File: config.mk
export PLATFORM = sky130hd
export DESIGN_NAME = uart_rx
export DESIGN_NICKNAME = d
export VERILOG_FILES = /design/src/rtl/uart_rx.sv
export SDC_FILE = /design/constraint.sdc
export NUM_CORES = 1
export LEC_CHECK = 0
export BUFFER_PORTS_ARGS = -buffer_cell sky130_fd_sc_hd__clkbuf_2
export CORE_UTILIZATION = 47
export DETAILED_ROUTE_END_ITERATION = 8
export PLACE_DENSITY_LB_ADDON = 0.05
export SLEW_MARGIN = 25
export SYNTH_ARGS = -nofsm -noshare
export SYNTH_HDL_FRONTEND = slang
export SYNTH_SLANG_ARGS = --single-unit
File: constraint.sdc
create_clock -name i_clk -period 5.39 [get_ports i_clk]
set_input_delay 0.539 -clock i_clk [delete_from_list [all_inputs] [get_ports i_clk]]
set_output_delay 0.539 -clock i_clk [all_outputs]
set_load 0.02 [all_outputs]
File: src/rtl/uart_rx.sv
// UART receiver: 8 data bits, no parity, one start bit, one stop bit, LSB first.
// The serial input is double-flopped, then sampled mid-bit by a counter-driven FSM.
// Good frames update o_data and pulse o_rx_valid for one cycle. A low stop bit pulses
// o_frame_err for one cycle and waits for the line to return high before re-arming.
//
// Ports:
//   i_clk       - system clock, rising edge
//   i_rst       - synchronous active-high reset
//   i_rx        - asynchronous serial input, idles high
//   o_data      - last correctly framed byte, held until the next good frame
//   o_rx_valid  - one-cycle strobe, o_data just updated
//   o_frame_err - one-cycle strobe, stop bit sampled low
//   o_active    - high while a frame is being received (START, DATA, STOP)
module uart_rx #(
  parameter int unsigned CLK_FREQ  = 300000000,
  parameter int unsigned BAUD_RATE = 115200
) (
  input  logic       i_clk,
  input  logic       i_rst,
  input  logic       i_rx,
  output logic [7:0] o_data,
  output logic       o_rx_valid,
  output logic       o_frame_err,
  output logic       o_active
);

  localparam int unsigned CLKS_PER_BIT = CLK_FREQ / BAUD_RATE;
  localparam int unsigned HALF_BIT     = CLKS_PER_BIT / 2;
  localparam int unsigned CntW         = (CLKS_PER_BIT > 1) ? $clog2(CLKS_PER_BIT) : 1;

  localparam logic [CntW-1:0] BitLast  = CntW'(CLKS_PER_BIT - 1);
  localparam logic [CntW-1:0] HalfLast = CntW'(HALF_BIT - 1);

  typedef enum logic [2:0] {
    StIdle,
    StStart,
    StData,
    StStop,
    StWaitHigh
  } state_e;

  state_e          state_q, state_d;
  logic            rx_meta_q;
  logic            rx_s_q;
  logic [CntW-1:0] cnt_q, cnt_d;
  logic [2:0]      idx_q, idx_d;
  logic [7:0]      shift_q, shift_d;
  logic [7:0]      data_q, data_d;
  logic            valid_q, valid_d;
  logic            err_q, err_d;

  logic            bit_done;
  logic            half_done;

  assign bit_done  = (cnt_q == BitLast);
  assign half_done = (cnt_q == HalfLast);

  // State and datapath registers, including the two-flop synchronizer.
  always_ff @(posedge i_clk) begin
    if (i_rst) begin
      state_q   <= StIdle;
      rx_meta_q <= 1'b1;
      rx_s_q    <= 1'b1;
      cnt_q     <= '0;
      idx_q     <= '0;
      shift_q   <= '0;
      data_q    <= '0;
      valid_q   <= 1'b0;
      err_q     <= 1'b0;
    end else begin
      state_q   <= state_d;
      rx_meta_q <= i_rx;
      rx_s_q    <= rx_meta_q;
      cnt_q     <= cnt_d;
      idx_q     <= idx_d;
      shift_q   <= shift_d;
      data_q    <= data_d;
      valid_q   <= valid_d;
      err_q     <= err_d;
    end
  end

  // Next-state logic.
  always_comb begin
    state_d = state_q;
    unique case (state_q)
      StIdle: begin
        if (!rx_s_q) state_d = StStart;
      end
      StStart: begin
        // Mid start bit: a high line here means the falling edge was a glitch.
        if (half_done) state_d = rx_s_q ? StIdle : StData;
      end
      StData: begin
        if (bit_done && (idx_q == 3'd7)) state_d = StStop;
      end
      StStop: begin
        // Leaving at mid stop bit allows a start edge right after it.
        if (bit_done) state_d = rx_s_q ? StIdle : StWaitHigh;
      end
      StWaitHigh: begin
        // Hold off until the line goes high so a break is not read as 0x00 frames.
        if (rx_s_q) state_d = StIdle;
      end
      default: state_d = StIdle;
    endcase
  end

  // Counter, shift register and output strobe logic.
  always_comb begin
    cnt_d   = cnt_q;
    idx_d   = idx_q;
    shift_d = shift_q;
    data_d  = data_q;
    valid_d = 1'b0;
    err_d   = 1'b0;
    unique case (state_q)
      StIdle: begin
        cnt_d = '0;
        idx_d = '0;
      end
      StStart: begin
        cnt_d = half_done ? '0 : cnt_q + 1'b1;
      end
      StData: begin
        if (bit_done) begin
          shift_d[idx_q] = rx_s_q;
          cnt_d          = '0;
          idx_d          = idx_q + 3'd1;
        end else begin
          cnt_d = cnt_q + 1'b1;
        end
      end
      StStop: begin
        if (bit_done) begin
          cnt_d = '0;
          if (rx_s_q) begin
            data_d  = shift_q;
            valid_d = 1'b1;
          end else begin
            err_d = 1'b1;
          end
        end else begin
          cnt_d = cnt_q + 1'b1;
        end
      end
      StWaitHigh: begin
        cnt_d = '0;
        idx_d = '0;
      end
      default: begin
        cnt_d = '0;
        idx_d = '0;
      end
    endcase
  end

  assign o_active    = (state_q == StStart) || (state_q == StData) || (state_q == StStop);
  assign o_data      = data_q;
  assign o_rx_valid  = valid_q;
  assign o_frame_err = err_q;

endmodule

==> flow_summary.json, run 1 <==
{
  "outcome": "completed",
  "setup_slack_ns": 2.88,
  "max_freq_mhz": 399,
  "grt_antenna_before_repair": 0,
  "fin_worst_hold_slack_ns": 0.425,
  "path_class": "flip-flop to flip-flop",
  "clk_latency_ns": 0.29,
  "hold_path_depth": 1,
  "hold_violations": 0,
  "syn_inst": 211,
  "synth-seq-cells": 38,
  "maxSlewViolCount": 0,
  "grt_pass1_wl_mm": 7.04,
  "drc": 0,
  "p_leak_nw": 0.711,
  "min_to": "rx_s_q$_SDFF_PP1_",
  "root_buffer": "clkbuf_8",
  "r2r_slack_ns": 2.88,
  "synth_area_leader_cell": "dfxtp_1",
  "r2r-start": "cnt_q[0]$_SDFF_PP0_",
  "wirelength_mm": 3.98,
  "avgViaCountPerCell": 6.06,
  "post-dp-hpwl_mm": 2.80,
  "rr_worst_depth": 5,
  "min_period_over_period_pct": 46.5,
  "io_pins": 14,
  "period_needed_ns": 2.51,
  "synth.distinct_cells": 47,
  "finalSetupViolCount": 0,
  "path_clk_slew_ns": 0.07,
  "cts_buffers": 5,
  "drt.antenna.violating_nets": 0,
  "synth-edff-count": 0,
  "gr-total-overflow": 0,
  "synthToLayoutAreaGrowth_pct": 10.6,
  "tns_ns": 0,
  "worst_pin_slew_ns": 0.884,
  "core-area_um2": 3770,
  "synth_warnings": 0,
  "rows": 22,
  "synth.most_common_cell": "dfxtp_1",
  "ys_async_sr_fraction_pct": 0,
  "htreeDepth": 2,
  "slew_headroom_pct": 40.7,
  "pre_cts_slack_ns": 2.93,
  "grt.total_usage_pct": 21.2,
  "fp.dieH_um": 65.8,
  "ys.flop_type": "dfxtp_1",
  "nNetsFinal": 222,
  "fp.dieArea_um2": 4330,
  "cts_hold_buf": 0,
  "syn_nets": 218,
  "seq_area_frac_synth_pct": 39.7,
  "wl_per_cell_um": 15.1,
  "grt_pass1_vias": 1562,
  "grt_max_degree": 25,
  "start_util_pct": 50.8,
  "num_antenna_cells": 0,
  "drv_cap": 0,
  "synthTopCellsByArea": "dfxtp_1, mux2i_1, a211oi_1, nor2_1, xor2_1",
  "peakVddDrop_v": 0.000182,
  "drive_gt1_share_pct": 14.4,
  "cts_buffer_depth": 2,
  "syn_area_um2": 1920,
  "cts.sinks": 38,
  "port_buffers": 13,
  "hold_path_class": "flip-flop to flip-flop",
  "place_congestion": 0.823,
  "cts.repair.resized": 0,
  "avgSynthCellArea_um2": 9.08,
  "power.total_mw": 0.652,
  "synth_common_cells": "dfxtp_1, nor2_1, a211oi_1, clkbuf_1",
  "post-cts-setup-buffer-count": 0,
  "arrival_ns": 2.62,
  "rsz0062_at_grt": "false",
  "cts_tree": "yes",
  "initialDrtViolationCount": 111,
  "die_w_um": 65.8,
  "p_per_area_nw_per_um2": 307,
  "worst_setup_path_start_kind": "flip-flop",
  "vias": 1600,
  "clock_skew_ns": 0.00667,
  "r2r-end": "cnt_q[11]$_SDFF_PP0_",
  "cp-end-kind": "flip-flop",
  "path_max_fanout": 14,
  "crit_required_ns": 5.50,
  "synth_top_area_share_pct": 39.7,
  "firstDrtPassIters": 4,
  "hold_start": "rx_meta_q$_SDFF_PP1_"
}
## state kept, by name, indices dropped and copies added, names as in the netlist
register / cells
o_data: 8
o_rx_valid: 1
o_frame_err: 1
state_q: 3
rx_s_q: 1
rx_meta_q: 1
cnt_q: 12
idx_q: 3
shift_q: 8
## layout by cell type (no fill, tap or decap), types with 2 or more instances in the layout
cell type and count:
dfxtp_1 38, nor2_1 18, clkbuf_2 13, a211oi_1 12, nand2_1 10, mux2i_1 10
a21oi_1 9, nand4_1 9, nand3_1 7, xor2_1 7, inv_1 6, or4_1 6
o31ai_1 6, clkbuf_8 6, nand2b_1 4, o21ai_1 4, ha_1 4, or2_2 3
nor4bb_1 3, nand3b_1 3, nor4_1 3, and4_1 3, o41ai_1 3, nor3b_1 2
nor3_1 2, and4bb_2 2, xnor2_1 2, and2_1 2, bufinv_16 2
## where the power goes
part / internal, mW / switching (mW) / total (mW)
logic: 0.0179 / 0.0438 / 0.0617
registers: 0.284 / 0.0100 / 0.294
clock network: 0.197 / 0.0980 / 0.295
## stage by stage
step / area [um^2] / instances / util, %
detailed placement: 1980 / 256 / 52.4
global route: 2120 / 264 / 56.2
CTS: 2120 / 264 / 56.2
finish: 2120 / 264 / 56.2
global placement: 1980 / 256 / 52.4
floorplan: 1920 / 211 / -
## layout make-up
cell class	instances	area, um^2
clock buffer	6	82.6
inverter	6	22.5
fill	350	1650
clock inverter	2	60.1
sequential	38	761
timing repair buffer	13	65.1
tap	48	60.1
multi-input combinational	151	1070
## worst max-delay path, stage by stage, from the launching register on
cell and delay, ns:
dfxtp_1 0.39, ha_1 0.26, and4bb_2 0.26, nand4_1 0.50, nand3_1 0.71, a221oi_1 0.20
## worst max path at each step
stage,from,to,slack [ns],depth (start not counted)
floorplan,cnt_q[0]$_SDFF_PP0_,state_q[2]$_SDFFE_PP0P_,3.24,6
global placement,cnt_q[0]$_SDFF_PP0_,cnt_q[11]$_SDFF_PP0_,3.06,5
detailed placement,cnt_q[0]$_SDFF_PP0_,cnt_q[11]$_SDFF_PP0_,2.93,5
CTS,cnt_q[0]$_SDFF_PP0_,cnt_q[11]$_SDFF_PP0_,2.92,5
global route,cnt_q[0]$_SDFF_PP0_,cnt_q[11]$_SDFF_PP0_,2.67,5
finish,cnt_q[0]$_SDFF_PP0_,cnt_q[11]$_SDFF_PP0_,2.88,5
## routing by layer
metal  up-vias  share of wire, %  global-route usage (%)
met4         0               1.2                    5.71
met2        20                48                    37.1
met5         -                 0                       0
met1       775                48                    25.1
li1        799                 -                       -
met3         6               2.5                    5.69
## kinds of logic after synthesis
group	synth area share [%]
xor gates and xnor gates	4.12
muxes	5.23
DFF	39.7
buffers and inverters	4.51
AOI/OAI and AO/OA	16.1
adders and majority gates	2.61
and+or+nand+nor	27.8
No activity file was read; power rests on OpenSTA's default activity.
==> run 2, diff against run 1 <==
==> constraint.sdc (replaced) <==
create_clock -name i_clk -period 2.1 [get_ports i_clk]
set_input_delay 0.21 -clock i_clk [delete_from_list [all_inputs] [get_ports i_clk]]
set_output_delay 0.21 -clock i_clk [all_outputs]
set_load 0.02 [all_outputs]
==> run 2 against run 1 <==
Sequential share of layout area fell by 1.4 points. Combinational power rose to 2.7 times the previous value. Largest power group is now registers. Clock power is 75% higher. Non-clock buffer count up 15. Sequential power grew to 2.6 times the previous value. Utilization increased by 2.4 points. Cell count is 5.7% higher. Flip-flop and latch count unchanged. Final area is 4.3% higher. Maximum frequency up 25%. Critical path depth up 1. Die area stayed put.
==> flow_summary.json, run 2 (same netlist as run 1, synthesis figures left out) <==
{
  "maxSlewViolCount": 0,
  "grt_antenna_before_repair": 0,
  "cts_tree": "yes",
  "peakVddDrop_v": 0.000361,
  "rows": 22,
  "worstSetupPathDepth": 6,
  "cts.sinks": 38,
  "clk_latency_ns": 0.29,
  "worst-path-buf-inv": 1,
  "cpPeakStageDelay_ns": 0.46,
  "wl_per_cell_um": 14.8,
  "min_period_over_period_pct": 95.7,
  "wirelength_mm": 4.12,
  "htreeDepth": 2,
  "core-area_um2": 3770,
  "utilization_pct": 58.6,
  "cts_buffer_depth": 2,
  "multi_input_area_um2": 1080,
  "slew_headroom_pct": 69.7,
  "register_area_um2": 763,
  "path_class": "flip-flop to flip-flop",
  "cp-end-kind": "flip-flop",
  "vias": 1618,
  "place_congestion": 0.861,
  "post-dp-hpwl_mm": 2.90,
  "io_pins": 14,
  "cp_top_family": "simple AND/OR/NAND/NOR gates",
  "r2r-end": "state_q[1]$_SDFFE_PP0P_",
  "grt_max_degree": 24,
  "path_clk_slew_ns": 0.07,
  "cp-startpoint": "cnt_q[1]$_SDFF_PP0_",
  "tns_ns": 0,
  "grt.total_usage_pct": 21.6,
  "outcome": "completed",
  "initialDrtViolationCount": 104,
  "worst_setup_path_start_kind": "flip-flop",
  "fp.dieArea_um2": 4330,
  "nNetsFinal": 237,
  "p_per_area_nw_per_um2": 652,
  "crit_chain": "ha_2 -> or4b_4 -> or4_4 -> buf_4 -> o211ai_1 -> o22ai_1",
  "r2r_slack_ns": 0.09,
  "worst_pin_slew_ns": 0.453,
  "drc": 0,
  "top_register": "cnt_q",
  "n_fill_cell": 324,
  "path_max_fanout": 4,
  "largest_reg_flops": 12,
  "grt_pass1_wl_mm": 7.18,
  "port_buffers": 13,
  "drt.antenna.violating_nets": 0,
  "post-cts-setup-buffer-count": 0,
  "final_area_um2": 2210,
  "root_buffer": "clkbuf_8",
  "drive_gt1_share_pct": 22.1,
  "hold_path_depth": 2,
  "p_leak_nw": 0.767,
  "gr-total-overflow": 0,
  "firstDrtPassIters": 5,
  "synthToLayoutAreaGrowth_pct": 15.3,
  "arrival_ns": 2.16,
  "avgViaCountPerCell": 5.80,
  "final_cell_mix": "dfxtp_1, nor2_1, buf_4, clkbuf_2, a211oi_1",
  "rr_worst_depth": 6,
  "dp_cells": 271,
  "wl_met3_um": 83,
  "max_freq_mhz": 498,
  "cp_slowest_cell": "or4b_4",
  "hold_path_class": "input port to flip-flop",
  "hold_violations": 0,
  "start_util_pct": 50.8,
  "fp.dieH_um": 65.8,
  "num_antenna_cells": 0,
  "clock_skew_ns": 0.00811,
  "finalSetupViolCount": 0,
  "r2r-start": "cnt_q[1]$_SDFF_PP0_",
  "grt_pass1_vias": 1565,
  "top_layer_used": "met4",
  "dpl_cell_area_um2": 2110,
  "route.met2.wl_mm": 2.07,
  "crit_required_ns": 2.25,
  "cts_buffers": 5,
  "layout_commonest_cell": "dfxtp_1",
  "wl_met1_mm": 1.95,
  "crit_end": "state_q[1]$_SDFFE_PP0P_",
  "drv_cap": 0,
  "rsz0062_at_grt": "false",
  "power.total_mw": 1.44,
  "die_w_um": 65.8,
  "layout.cells.non_filler": 279,
  "period_needed_ns": 2.01
}
-- run 2: power by group --
part	internal [mW]	switching [mW]	leakage [nW]
registers	0.730	0.0257	0.308
clock network	0.264	0.252	0.0472
logic	0.0564	0.113	0.412
-- run 2: routing by layer --
| metal | GRT usage [%] | vias to the layer above |
|---|---|---|
| li1 | - | 824 |
| met1 | 24.8 | 779 |
| met2 | 38.3 | 13 |
| met3 | 5.69 | 2 |
| met4 | 7.61 | 0 |
| met5 | 0 | - |
-- run 2: worst register-to-register path, delay by kind of cell, from the launching register on --
family / cells / cell delay, ns
compound gates: 2 / 0.28
simple gates: 2 / 0.90
fa+ha+maj: 1 / 0.18
flops: 1 / 0.35
buf+inv: 1 / 0.17
-- run 2: layout make-up --
type | instances | share of cell area, %
clock buffer | 6 | 3.74
tap | 48 | 2.72
inverter | 6 | 1.02
clock inverter | 2 | 0.566
sequential | 38 | 34.5
multi-input combinational | 151 | 48.8
timing repair buffer | 28 | 8.61
-- run 2: through the flow --
step / hold slack (ns) / setup WS, ns
finish: 0.108 / 0.0900
global route: 0.100 / 0.0116
CTS: 0.101 / 0.0727
detailed placement: 0.399 / 0.0905
global placement: 0.394 / 0.114
floorplan: 0.314 / 0.00173
-- run 2: timing repair --
action	in CTS	in global routing
gates resized for setup	0	2
setup endpoints to repair	0	3
hold buffers	0	0
-- run 2: worst min path at each step --
stage | endpoint | from | slack [ns]
3_3_place_gp | rx_s_q$_SDFF_PP1_ | rx_meta_q$_SDFF_PP1_ | 0.39
6_report | rx_meta_q$_SDFF_PP1_ | i_rx | 0.11
5_1_grt | rx_meta_q$_SDFF_PP1_ | i_rx | 0.10
3_5_place_dp | rx_s_q$_SDFF_PP1_ | rx_meta_q$_SDFF_PP1_ | 0.40
4_1_cts | rx_meta_q$_SDFF_PP1_ | i_rx | 0.10
2_1_floorplan | rx_meta_q$_SDFF_PP1_ | i_rx | 0.31
==> run 3, diff against run 2 <==
--- a/config.mk
+++ b/config.mk
@@ -6,9 +6,11 @@
 export NUM_CORES = 1
 export LEC_CHECK = 0
 export BUFFER_PORTS_ARGS = -buffer_cell sky130_fd_sc_hd__clkbuf_2
+export CORE_MARGIN = 10
 export CORE_UTILIZATION = 47
 export DETAILED_ROUTE_END_ITERATION = 8
 export PLACE_DENSITY_LB_ADDON = 0.05
+export SETUP_SLACK_MARGIN = 0.5
 export SLEW_MARGIN = 25
 export SYNTH_ARGS = -nofsm -noshare
 export SYNTH_HDL_FRONTEND = slang
==> run 3 against run 2 <==
Final area increased by 14%. Via count rose by 4.1%. Utilization is 4.7 points higher. Critical path depth shrank 1. Clock power grew 49%. Register-to-register slack is essentially flat. Critical endpoint is now state_q[2]$_SDFFE_PP0P_. Largest power group is now clock.
==> flow_summary.json, run 3 (same netlist as run 1, synthesis figures left out) <==
{
  "tns_ns": 0,
  "largest_reg_flops": 12,
  "min_period_over_period_pct": 95.1,
  "root_buffer": "clkbuf_8",
  "slew_headroom_pct": 68.0,
  "synthToLayoutAreaGrowth_pct": 31.3,
  "setup_slack_ns": 0.103,
  "drv_cap": 0,
  "firstDrtPassIters": 6,
  "hold_path_class": "input port to flip-flop",
  "rsz0062_at_grt": "true",
  "fp.dieH_um": 83.8,
  "post-dp-hpwl_mm": 3.19,
  "clock_skew_ns": 0.0140,
  "rows": 23,
  "vias": 1685,
  "p_leak_nw": 0.880,
  "grt.total_usage_pct": 13.0,
  "top_register": "cnt_q",
  "path_max_fanout": 4,
  "start_util_pct": 48.2,
  "io_pins": 14,
  "hold_violations": 0,
  "path_clk_slew_ns": 0.08,
  "avgViaCountPerCell": 5.81,
  "cp-end-kind": "flip-flop",
  "wirelength_mm": 4.80,
  "cts_buffers": 5,
  "initialDrtViolationCount": 126,
  "period_needed_ns": 2.00,
  "worst_setup_path_start_kind": "flip-flop",
  "gr-total-overflow": 0,
  "p_per_area_nw_per_um2": 682,
  "drt.antenna.violating_nets": 0,
  "grt_antenna_before_repair": 0,
  "cts_tree": "yes",
  "cts_buffer_depth": 2,
  "nNetsFinal": 246,
  "crit_required_ns": 2.28,
  "wl_per_cell_um": 16.5,
  "worst_pin_slew_ns": 0.475,
  "drc": 0,
  "core-area_um2": 3970,
  "max_freq_mhz": 501,
  "grt_pass1_wl_mm": 7.80,
  "final_cell_mix": "dfxtp_1, nor2_1, buf_4, clkbuf_2, a211oi_1",
  "place_congestion": 0.839,
  "utilization_pct": 63.3,
  "cts.sinks": 38,
  "final_area_um2": 2510,
  "drive_gt1_share_pct": 32.1,
  "fp.dieArea_um2": 7030,
  "grt_pass1_vias": 1671,
  "dpl_cell_area_um2": 2150,
  "clk_latency_ns": 0.30,
  "grt_max_degree": 24,
  "htreeDepth": 2,
  "die_w_um": 83.8,
  "finalSetupViolCount": 0,
  "port_buffers": 13,
  "path_class": "flip-flop to flip-flop",
  "num_antenna_cells": 0,
  "outcome": "completed",
  "maxSlewViolCount": 0,
  "layout_commonest_cell": "dfxtp_1",
  "cts_hold_buf": 0,
  "pre_cts_slack_ns": 0.0168,
  "arrival_ns": 2.18,
  "peakVddDrop_v": 0.000481
}
==> run 3: changes by cell type in the layout (fill, tap and decap cells not counted), sizes merged <==
cell	previous run	this run
buf	15	23
bufinv	0	2
clkbuf	19	20
clkinv	1	0
clkinvlp	1	0
==> run 3: stage by stage <==
| step | hold slack (ns) | std cells | power [mW] |
|---|---|---|---|
| 2_1_floorplan | 0.314 | 211 | 0.894 |
| 6_report | 0.0922 | 290 | 1.72 |
| 5_1_grt | 0.108 | 290 | 1.77 |
| 4_1_cts | 0.0877 | 286 | 1.71 |
| 3_3_place_gp | 0.391 | 274 | 0.938 |
| 3_5_place_dp | 0.395 | 274 | 0.943 |
==> run 3: repair_timing <==
action	in CTS	in global routing
endpoints found under the setup margin	32	34
gates resized for setup	14	17
pin swaps	8	8
gates cloned	1	1
buffers inserted	3	3
hold endpoints to repair	0	0
==> run 3: routing by layer <==
| layer | GRT usage (%) | up-vias | share of wire, % |
|---|---|---|---|
| li1 | - | 847 | - |
| met1 | 13.7 | 798 | 42 |
| met2 | 24.0 | 32 | 53 |
| met3 | 4.00 | 8 | 4.3 |
| met4 | 3.81 | 0 | 1.1 |
| met5 | 0 | - | 0 |
==> run 3: final timing paths <==
path | end | cells past startpoint | slack, ns | from
worst min-delay path | rx_meta_q$_SDFF_PP1_ | 2 | 0.09 | i_rx
worst max register to register | state_q[2]$_SDFFE_PP0P_ | 5 | 0.10 | cnt_q[1]$_SDFF_PP0_
worst min register to register | rx_s_q$_SDFF_PP1_ | 1 | 0.41 | rx_meta_q$_SDFF_PP1_
worst max-delay path | state_q[2]$_SDFFE_PP0P_ | 5 | 0.10 | cnt_q[1]$_SDFF_PP0_
==> run 3: worst max-delay path, cell delays in order (launching register included) <==
cell and delay [ns]:
dfxtp_4 0.37, ha_4 0.14, or4b_4 0.46, or4_4 0.47, a21o_1 0.22, o211a_1 0.24
==> run 3: layout make-up <==
cell class	count	area, um^2
Clock inverter	2	60.1
Tap cell	50	62.6
Fill cell	324	1460
Sequential cell	38	769
Inverter	6	22.5
Clock buffer	6	82.6
Multi-Input combinational cell	151	1210
Timing Repair Buffer	37	307
==> run 3: where the power goes <==
part | internal, mW | leakage, nW | switching [mW]
logic | 0.0603 | 0.499 | 0.133
clock network | 0.507 | 0.0714 | 0.261
registers | 0.729 | 0.310 | 0.0261
total | 1.30 | 0.880 | 0.420
